[config.mk]
export PLATFORM = sky130hd
export DESIGN_NAME = codec_capture
export DESIGN_NICKNAME = d
export VERILOG_FILES = /design/src/rtl/codec_capture_pkg.sv /design/src/rtl/sample_fifo.sv /design/src/rtl/codec_capture.sv
export SDC_FILE = /design/constraint.sdc
export NUM_CORES = 1
export LEC_CHECK = 0
export CAP_MARGIN = 20
export CORE_MARGIN = 4
export CORE_UTILIZATION = 40
export DETAILED_ROUTE_END_ITERATION = 7
export HOLD_SLACK_MARGIN = 0.03
export PLACE_DENSITY = 0.65
export SLEW_MARGIN = 20
export SYNTH_ARGS = -nofsm -noshare
export SYNTH_HDL_FRONTEND = slang
export SYNTH_HIERARCHICAL = 1
export SYNTH_SLANG_ARGS = --single-unit
[constraint.sdc]
create_clock -name clk -period 2.8 [get_ports clk]
set_input_delay 0.56 -clock clk [delete_from_list [all_inputs] [get_ports clk]]
set_output_delay 0.56 -clock clk [all_outputs]
set_load 0.02 [all_outputs]
[src/rtl/codec_capture_pkg.sv]
// codec_capture_pkg: shared widths, capture FSM states and sample magnitude helper.
package codec_capture_pkg;
  localparam int SAMPLE_W = 16;
  localparam int PEAK_W = 15;
  typedef enum logic [1:0] {IDLE, ARM, RUN} cap_state_t;
  // -32768 has no positive counterpart, so it saturates to the largest magnitude
  function automatic logic [PEAK_W-1:0] magnitude(input logic [SAMPLE_W-1:0] s);
    logic [SAMPLE_W-1:0] a;
    a = s[SAMPLE_W-1] ? -s : s;
    return a[SAMPLE_W-1] ? {PEAK_W{1'b1}} : a[PEAK_W-1:0];
  endfunction
endpackage

[src/rtl/sample_fifo.sv]
// sample_fifo: first-word-fall-through sample FIFO; a push is accepted when full if a pop frees a slot.
module sample_fifo import codec_capture_pkg::*; #(
  parameter int DEPTH = 4,
  parameter int AW = 2
) (
  input  logic                clk,
  input  logic                reset,
  input  logic                push,
  input  logic                ready,
  input  logic [SAMPLE_W-1:0] din,
  output logic [SAMPLE_W-1:0] dout,
  output logic                valid,
  output logic                accept,
  output logic [AW:0]         level
);
  logic [SAMPLE_W-1:0] mem [DEPTH];
  logic [AW-1:0] wr_ptr, rd_ptr;
  logic full, pop;
  assign full = level == (AW+1)'(DEPTH);
  assign valid = level != '0;
  assign pop = valid & ready;
  assign accept = push & (~full | pop);
  assign dout = valid ? mem[rd_ptr] : '0;
  always_ff @(posedge clk or negedge reset)
    if (!reset) begin
      wr_ptr <= '0;
      rd_ptr <= '0;
      level <= '0;
    end else begin
      if (accept) wr_ptr <= wr_ptr + AW'(1);
      if (pop) rd_ptr <= rd_ptr + AW'(1);
      level <= level + (AW+1)'(accept) - (AW+1)'(pop);
    end
  always_ff @(posedge clk)
    if (accept) mem[wr_ptr] <= din;
endmodule

[src/rtl/codec_capture.sv]
// codec_capture: AC97 record-path receiver, frame-edge capture into a FIFO with valid/ready output.
// Optional peak-magnitude tracking is built when CODEC_CAPTURE_PEAK_EN is defined.
module codec_capture import codec_capture_pkg::*; #(
  parameter int DEPTH = 4,
  parameter int AW = 2
) (
  input  logic                clk,
  input  logic                reset,
  input  logic                New_Frame,
  input  logic [SAMPLE_W-1:0] sample_in,
  input  logic                enable,
  input  logic                clear,
  output logic [SAMPLE_W-1:0] sample_out,
  output logic                sample_valid,
  input  logic                sample_ready,
  output logic [AW:0]         level,
  output logic                overflow
`ifdef CODEC_CAPTURE_PEAK_EN
  , output logic [PEAK_W-1:0] peak
`endif
);
  cap_state_t state, next;
  logic nf_q, frame_edge, push, accept;
  assign frame_edge = New_Frame & ~nf_q;
  assign push = enable & frame_edge & (state == RUN);
  // the frame seen while arming may be partial, so it only moves the FSM to RUN
  always_comb begin
    next = !enable ? IDLE :
           state == IDLE ? ARM :
           (state == ARM && frame_edge) ? RUN : state;
  end
  always_ff @(posedge clk or negedge reset)
    if (!reset) begin
      state <= IDLE;
      nf_q <= 1'b0;
      overflow <= 1'b0;
    end else begin
      state <= next;
      nf_q <= New_Frame;
      overflow <= (push & ~accept) | (overflow & ~clear);
    end
  sample_fifo #(.DEPTH(DEPTH), .AW(AW)) u_fifo (
    .clk(clk), .reset(reset), .push(push), .ready(sample_ready), .din(sample_in),
    .dout(sample_out), .valid(sample_valid), .accept(accept), .level(level)
  );
`ifdef CODEC_CAPTURE_PEAK_EN
  logic [PEAK_W-1:0] mag, base;
  assign mag = magnitude(sample_in);
  assign base = clear ? '0 : peak;
  always_ff @(posedge clk or negedge reset)
    if (!reset) peak <= '0;
    else peak <= (accept && mag > base) ? mag : base;
`endif
endmodule

# After elaboration in Yosys (flattened, before gate mapping)
# Memory sizes are Yosys's and may differ from the RTL's.
# Index checks and enable logic that the tools add are counted.
dict set report op_classes {
  add_sub_neg 4
  eq_ne 4
  n_mux 6
  bitwise 13
  reduce_logical 3
}
# cell count
set op_table {}
lappend op_table {{$mux W16} 1}
lappend op_table {{$and A1 B1 Y1} 7}
lappend op_table {{$mux W2} 3}
lappend op_table {{$add A2 B1 Y2 const B} 2}
lappend op_table {{$not A1 Y1} 4}
lappend op_table {{$add A3 B1 Y3} 1}
lappend op_table {{$eq A3 B3 Y1 const B} 1}
lappend op_table {{$ne A3 B1 Y1 const B} 1}
lappend op_table {{$reduce_bool A3 Y1} 1}
lappend op_table {{$sub A3 B1 Y3} 1}
lappend op_table {{$eq A2 B1 Y1 const B} 1}
lappend op_table {{$eq A2 B2 Y1 const B} 1}
lappend op_table {{$logic_not A2 Y1} 1}
lappend op_table {{$mux W1} 2}
lappend op_table {{$or A1 B1 Y1} 2}
lappend op_table {{$logic_and A1 B1 Y1} 1}
dict set report totals {
  regBits 11
  ramBits 64
  in_bits 22
  elab_cells 37
  mem_count 1
}
# memory words word_bits rd rd_clocked_by_memory_dff write_ports line_no
set memory_table {}
lappend memory_table {u_fifo.mem 4 16 1 0 1 sample_fifo.sv:16} ;# logic [SAMPLE_W-1:0] mem [DEPTH];

# Logic depth before layout (Yosys ltp)
dict set report depth {
  ltp_word 8
  mapped_depth 12
  depth_no_buf 11
}

# Hierarchy
# The synthesis kept the hierarchy.
# mod instances cells_per_inst area_per_inst_um2
set modules_own_cells {}
lappend modules_own_cells {sample_fifo 1 138 2847.7}
lappend modules_own_cells {codec_capture 1 15 181.4}

# Least setup slack after synthesis
# OpenSTA, ideal clock, no wires.
dict set report synth_timing {
  kind {flip-flop to flip-flop}
  start {register u_fifo.level[1]}
  end {register u_fifo.level[2]}
  arrival_ns 2.302
  required_time_ns 2.670
  slack_ns 0.368
  path_stages_with_launch 11
  path_buffers 1
  synth_period_minus_slack_ns 2.432
  path_cell_list {dfrtp_1 -> or3_1 -> clkbuf_1 -> and2_1 -> ha_1 -> inv_1 -> ha_1 -> inv_1 -> fa_1 -> xnor2_1 -> xnor2_1}
}
dict set report synth_via {
  elab_chain_len 6
  word_cells_on_any_way 8
}
# item line_no
set synth_rtl {}
lappend synth_rtl {{from (decl)} sample_fifo.sv:14} ;# output logic [AW:0] level
lappend synth_rtl {{from (signal assigned)} sample_fifo.sv:32} ;# level <= level + (AW+1)'(accept) - (AW+1)'(pop);
lappend synth_rtl {{$reduce_bool A3 Y1 or $eq A3 B3 Y1 (tied branches)} {sample_fifo.sv:20, sample_fifo.sv:19}}
lappend synth_rtl {{$and A1 B1 Y1 or $not A1 Y1 (tied branches)} {sample_fifo.sv:21, sample_fifo.sv:22}}
lappend synth_rtl {{$or A1 B1 Y1} sample_fifo.sv:22} ;# assign accept = push & (~full | pop);
lappend synth_rtl {{$and A1 B1 Y1} sample_fifo.sv:22}
lappend synth_rtl {{$add A3 B1 Y3} sample_fifo.sv:32}
lappend synth_rtl {{$sub A3 B1 Y3 *} sample_fifo.sv:32}
# Mark *: on every way between the ends. The rest lies on a longest branch, timed or not.
# A chain may end at the register's enable or synchronous reset.

# Worst setup path after layout
dict set report layout_timing {
  start {register u_fifo.rd_ptr[0]}
  end {output port sample_out[5]}
}
dict set report layout_via {
  elab_chain_len 2
}
# item line_no
set layout_rtl {}
lappend layout_rtl {{from (decl)} sample_fifo.sv:17} ;# logic [AW-1:0] wr_ptr, rd_ptr;
lappend layout_rtl {{from (signal assigned)} sample_fifo.sv:31} ;# if (pop) rd_ptr <= rd_ptr + AW'(1);
lappend layout_rtl {{$mem_v2 Z4 W16} --}
lappend layout_rtl {{$mux W16} sample_fifo.sv:23} ;# assign dout = valid ? mem[rd_ptr] : '0;
lappend layout_rtl {{to (decl)} codec_capture.sv:13} ;# output logic [SAMPLE_W-1:0] sample_out,
# Every way passes these cells.

==> out/metrics.csv <==
stage;metric;value;unit
floorplan;core-area;0.00729;mm²
synthesis;synthesis.nets;182;
run;cap_viol_max_count;0;
timing;fmax;0.368;GHz
synthesis;yosysSeqAreaShare;0.725;
setup_path;crit_arrival;2160;ps
global_routing;grt_pass1_vias;1622;
timing;finalClockSkew;7.73;ps
clock_network;clk_pin_slew_worst_paths;70;ps
pwr;p_switching;1.04;mW
synthesis;synthFlopType;edfxtp_1;
timing;fin_crit_sh;0.972;
floorplan;ios;43;
pwr;powerDensity;910;mW/mm²
pwr;p_seq_frac;0.392;
timing;slew_headroom;0.670;
detailed_routing;dr.pass1.iters;4;
clock_network;cts.path.max_buffers;2;
clock_network;htreeDepth;3;
detailed_routing;routedWlPerCell;17.4;µm
setup_path;reg2reg_from;u_fifo/level[1];
detailed_routing;drc;0;
synthesis;synth_edf_count;64;
outcome;status;finished, final reports clean;
floorplan;die-area;0.00903;mm²
synthesis;async_flop_share;0.147;
pwr;switching_share;0.301;
floorplan;die_w;95.0;µm
worst_hold_path;hold_end;state[1];
placed_design;pre_cts_slack;-68.4;ps
pwr;p_comb_frac;0.388;
setup_path;required;2240;ps
global_routing;grt_pass1_wl;8.27;mm
global_routing;grt_overflow;0;
synthesis;ys_ff_latch;75;
pwr;p_int;2.42;mW
timing;rsz0062_at_grt;no;
synthesis;synth_top_area_frac;0.634;
cells_and_area;drive_above_1_share;0.209;
clock_network;clkSinkCount;75;
detailed_routing;drtAntennaViolNets;0;
detailed_routing;totalWireLength;5.38;mm
synthesis;synth.yosys.warnings;6;
pwr;power.leakage;1.35;nW
synthesis;yosys.area.top_type;edfxtp_1;
worst_hold_path;min_from;state[1];
timing;whs;554;ps
setup_path;reg2reg_depth;9;
worst_hold_path;hp-class;reg2reg;
cells_and_area;area_delta_synth_final;25.6;%
cells_and_area;final_common_cell;edfxtp_1;
cells_and_area;mostFrequentLayoutCells;edfxtp_1 (64), clkdlybuf4s50_1 (38), and2_1 (17), mux4_2 (16);
synthesis;yosysUniqueCellTypes;25;
global_routing;gr-usage-all-layers;0.127;
setup_path;rrSetupSlack;350;ps
placed_design;globalplace.congestion;0.727;
detailed_routing;drtIter0Drc;51;
setup_path;path_max_fanout;8;
synthesis;synth_area;0.00303;mm²
cells_and_area;diodes;0;
setup_path;cp-start-kind;register;
clock_network;clockRootBuffer;clkbuf_8;
setup_path;critical_path_class;reg2out;
placed_design;portBuffers;42;
synthesis;syn_area_per_cell;19.8;µm²
clock_network;cts_tree;done;
setup_path;r2r-end;u_fifo/level[2];
timing;tns;0;ps
clock_network;holdBufCountCts;0;
floorplan;start_util;0.415;
global_routing;grt_max_degree;17;
pwr;vdd_drop_max;0.493;mV
worst_hold_path;hold_depth;1;
detailed_routing;vias;1508;
timing;timing.final.crit_period;2720;ps
synthesis;postSynthCellCount;153;
cells_and_area;fin_nets;235;
floorplan;dieHeight;95.0;µm
global_routing;antenna_found_initial;0;
clock_network;insertion_delay;330;ps
clock_network;numCtsBuffers;9;
timing;hold_violations;0;
timing;slew_viol_final;0;
setup_path;end_kind;output port;
pwr;pwr-share-clk;0.220;
detailed_routing;via_per_inst;4.86;
cells_and_area;fill_cells;607;
timing;fin_ws;79.5;ps
synthesis;synth_area_leaders;edfxtp_1 (63%), mux4_2 (12%), dfrtp_1 (9.1%), and2_1 (3.5%), ha_1 (2.5%);
timing;tightest_slew;494;ps
floorplan;rows;31;
timing;finalSetupViolCount;0;
placed_design;hpwl;3.51;mm
-- per-stage QoR --
step | cells | power (mW) | instance area, µm² | util
after global placement | 292 | 2.66 | 3570 | 0.490
after CTS | 308 | 3.46 | 3760 | 0.516
after floorplan | 153 | 2.15 | 3030 | -
after global routing | 310 | 3.64 | 3800 | 0.522
final | 310 | 3.46 | 3800 | 0.522
after detailed placement | 292 | 2.69 | 3570 | 0.490
-- routing by layer --
layer,up-vias,GRT usage,wire [µm]
li1,690,-,-
met1,774,0.153,2270
met5,-,0,0
met2,42,0.212,2820
met4,0,0.0469,32
met3,2,0.0410,259
-- worst max path at each step --
stage                                 from  cells past startpoint         endpoint  slack (ps)
after global routing      u_fifo/rd_ptr[0]                      4   sample_out[10]           5
after global placement              enable                     12  u_fifo/level[2]          80
after floorplan            u_fifo/level[1]                     10  u_fifo/level[2]         370
after CTS                 u_fifo/rd_ptr[0]                      4    sample_out[4]           7
final                     u_fifo/rd_ptr[0]                      4    sample_out[5]          80
after detailed placement            enable                     12  u_fifo/level[2]         -70
-- state kept, by name, summed over array words and instances, names as in the netlist --
signal and flops:
u_fifo/mem 64, u_fifo/level 3, state 2, u_fifo/rd_ptr 2, u_fifo/wr_ptr 2, nf_q 1, overflow 1
-- power groups by stage --
stage                     sequential [mW]  clock [mW]  combinational [mW]
after floorplan                      1.36           0               0.796
after global placement               1.37           0                1.29
after detailed placement             1.37           0                1.32
after CTS                            1.35       0.782                1.33
after global routing                 1.37       0.833                1.44
final                                1.36       0.760                1.34
-- what timing repair did --
action / CTS / global route
gates cloned: 0 / 1
setup buffers: 0 / 1
gates resized for setup: 1 / 5
pin swaps: 0 / 0
setup endpoints to repair: 11 / 16
-- final cells by class --
type	instances	area, µm²	share of cell area
clock buffers	9	124	0.0326
clock inverters	7	58.8	0.0155
inverters	10	37.5	0.00987
multi-input cells	61	748	0.197
flip-flops and latches	75	2200	0.578
well taps	99	124	0.0326
repair buffers	49	513	0.135
-- worst max-delay path: stages (launching register included) --
cell,delay (ps)
dfrtp_2,450
clkbuf_16,200
mux4_2,480
and2_1,170
clkdlybuf4s50_1,530
-- kinds of logic (layout without fill, tap and decap cells) --
family / Yosys count / after routing / synth area share
flops: 75 / 75 / 0.725
simple gates: 28 / 28 / 0.0599
mux: 17 / 17 / 0.124
buf+inv: 17 / 75 / 0.0293
fa+ha+maj: 7 / 7 / 0.0314
xor+xnor: 5 / 5 / 0.0145
compound gates: 4 / 4 / 0.0157
-- cell usage after synthesis (2+ instances only) --
cell	count
xnor2_1	4
clkbuf_1	2
inv_1	10
edfxtp_1	64
dfrtp_1	11
ha_1	6
and2_1	17
and2_2	4
buf_6	3
mux4_2	16
buf_2	2
No activity file was read; power rests on OpenSTA's default activity.
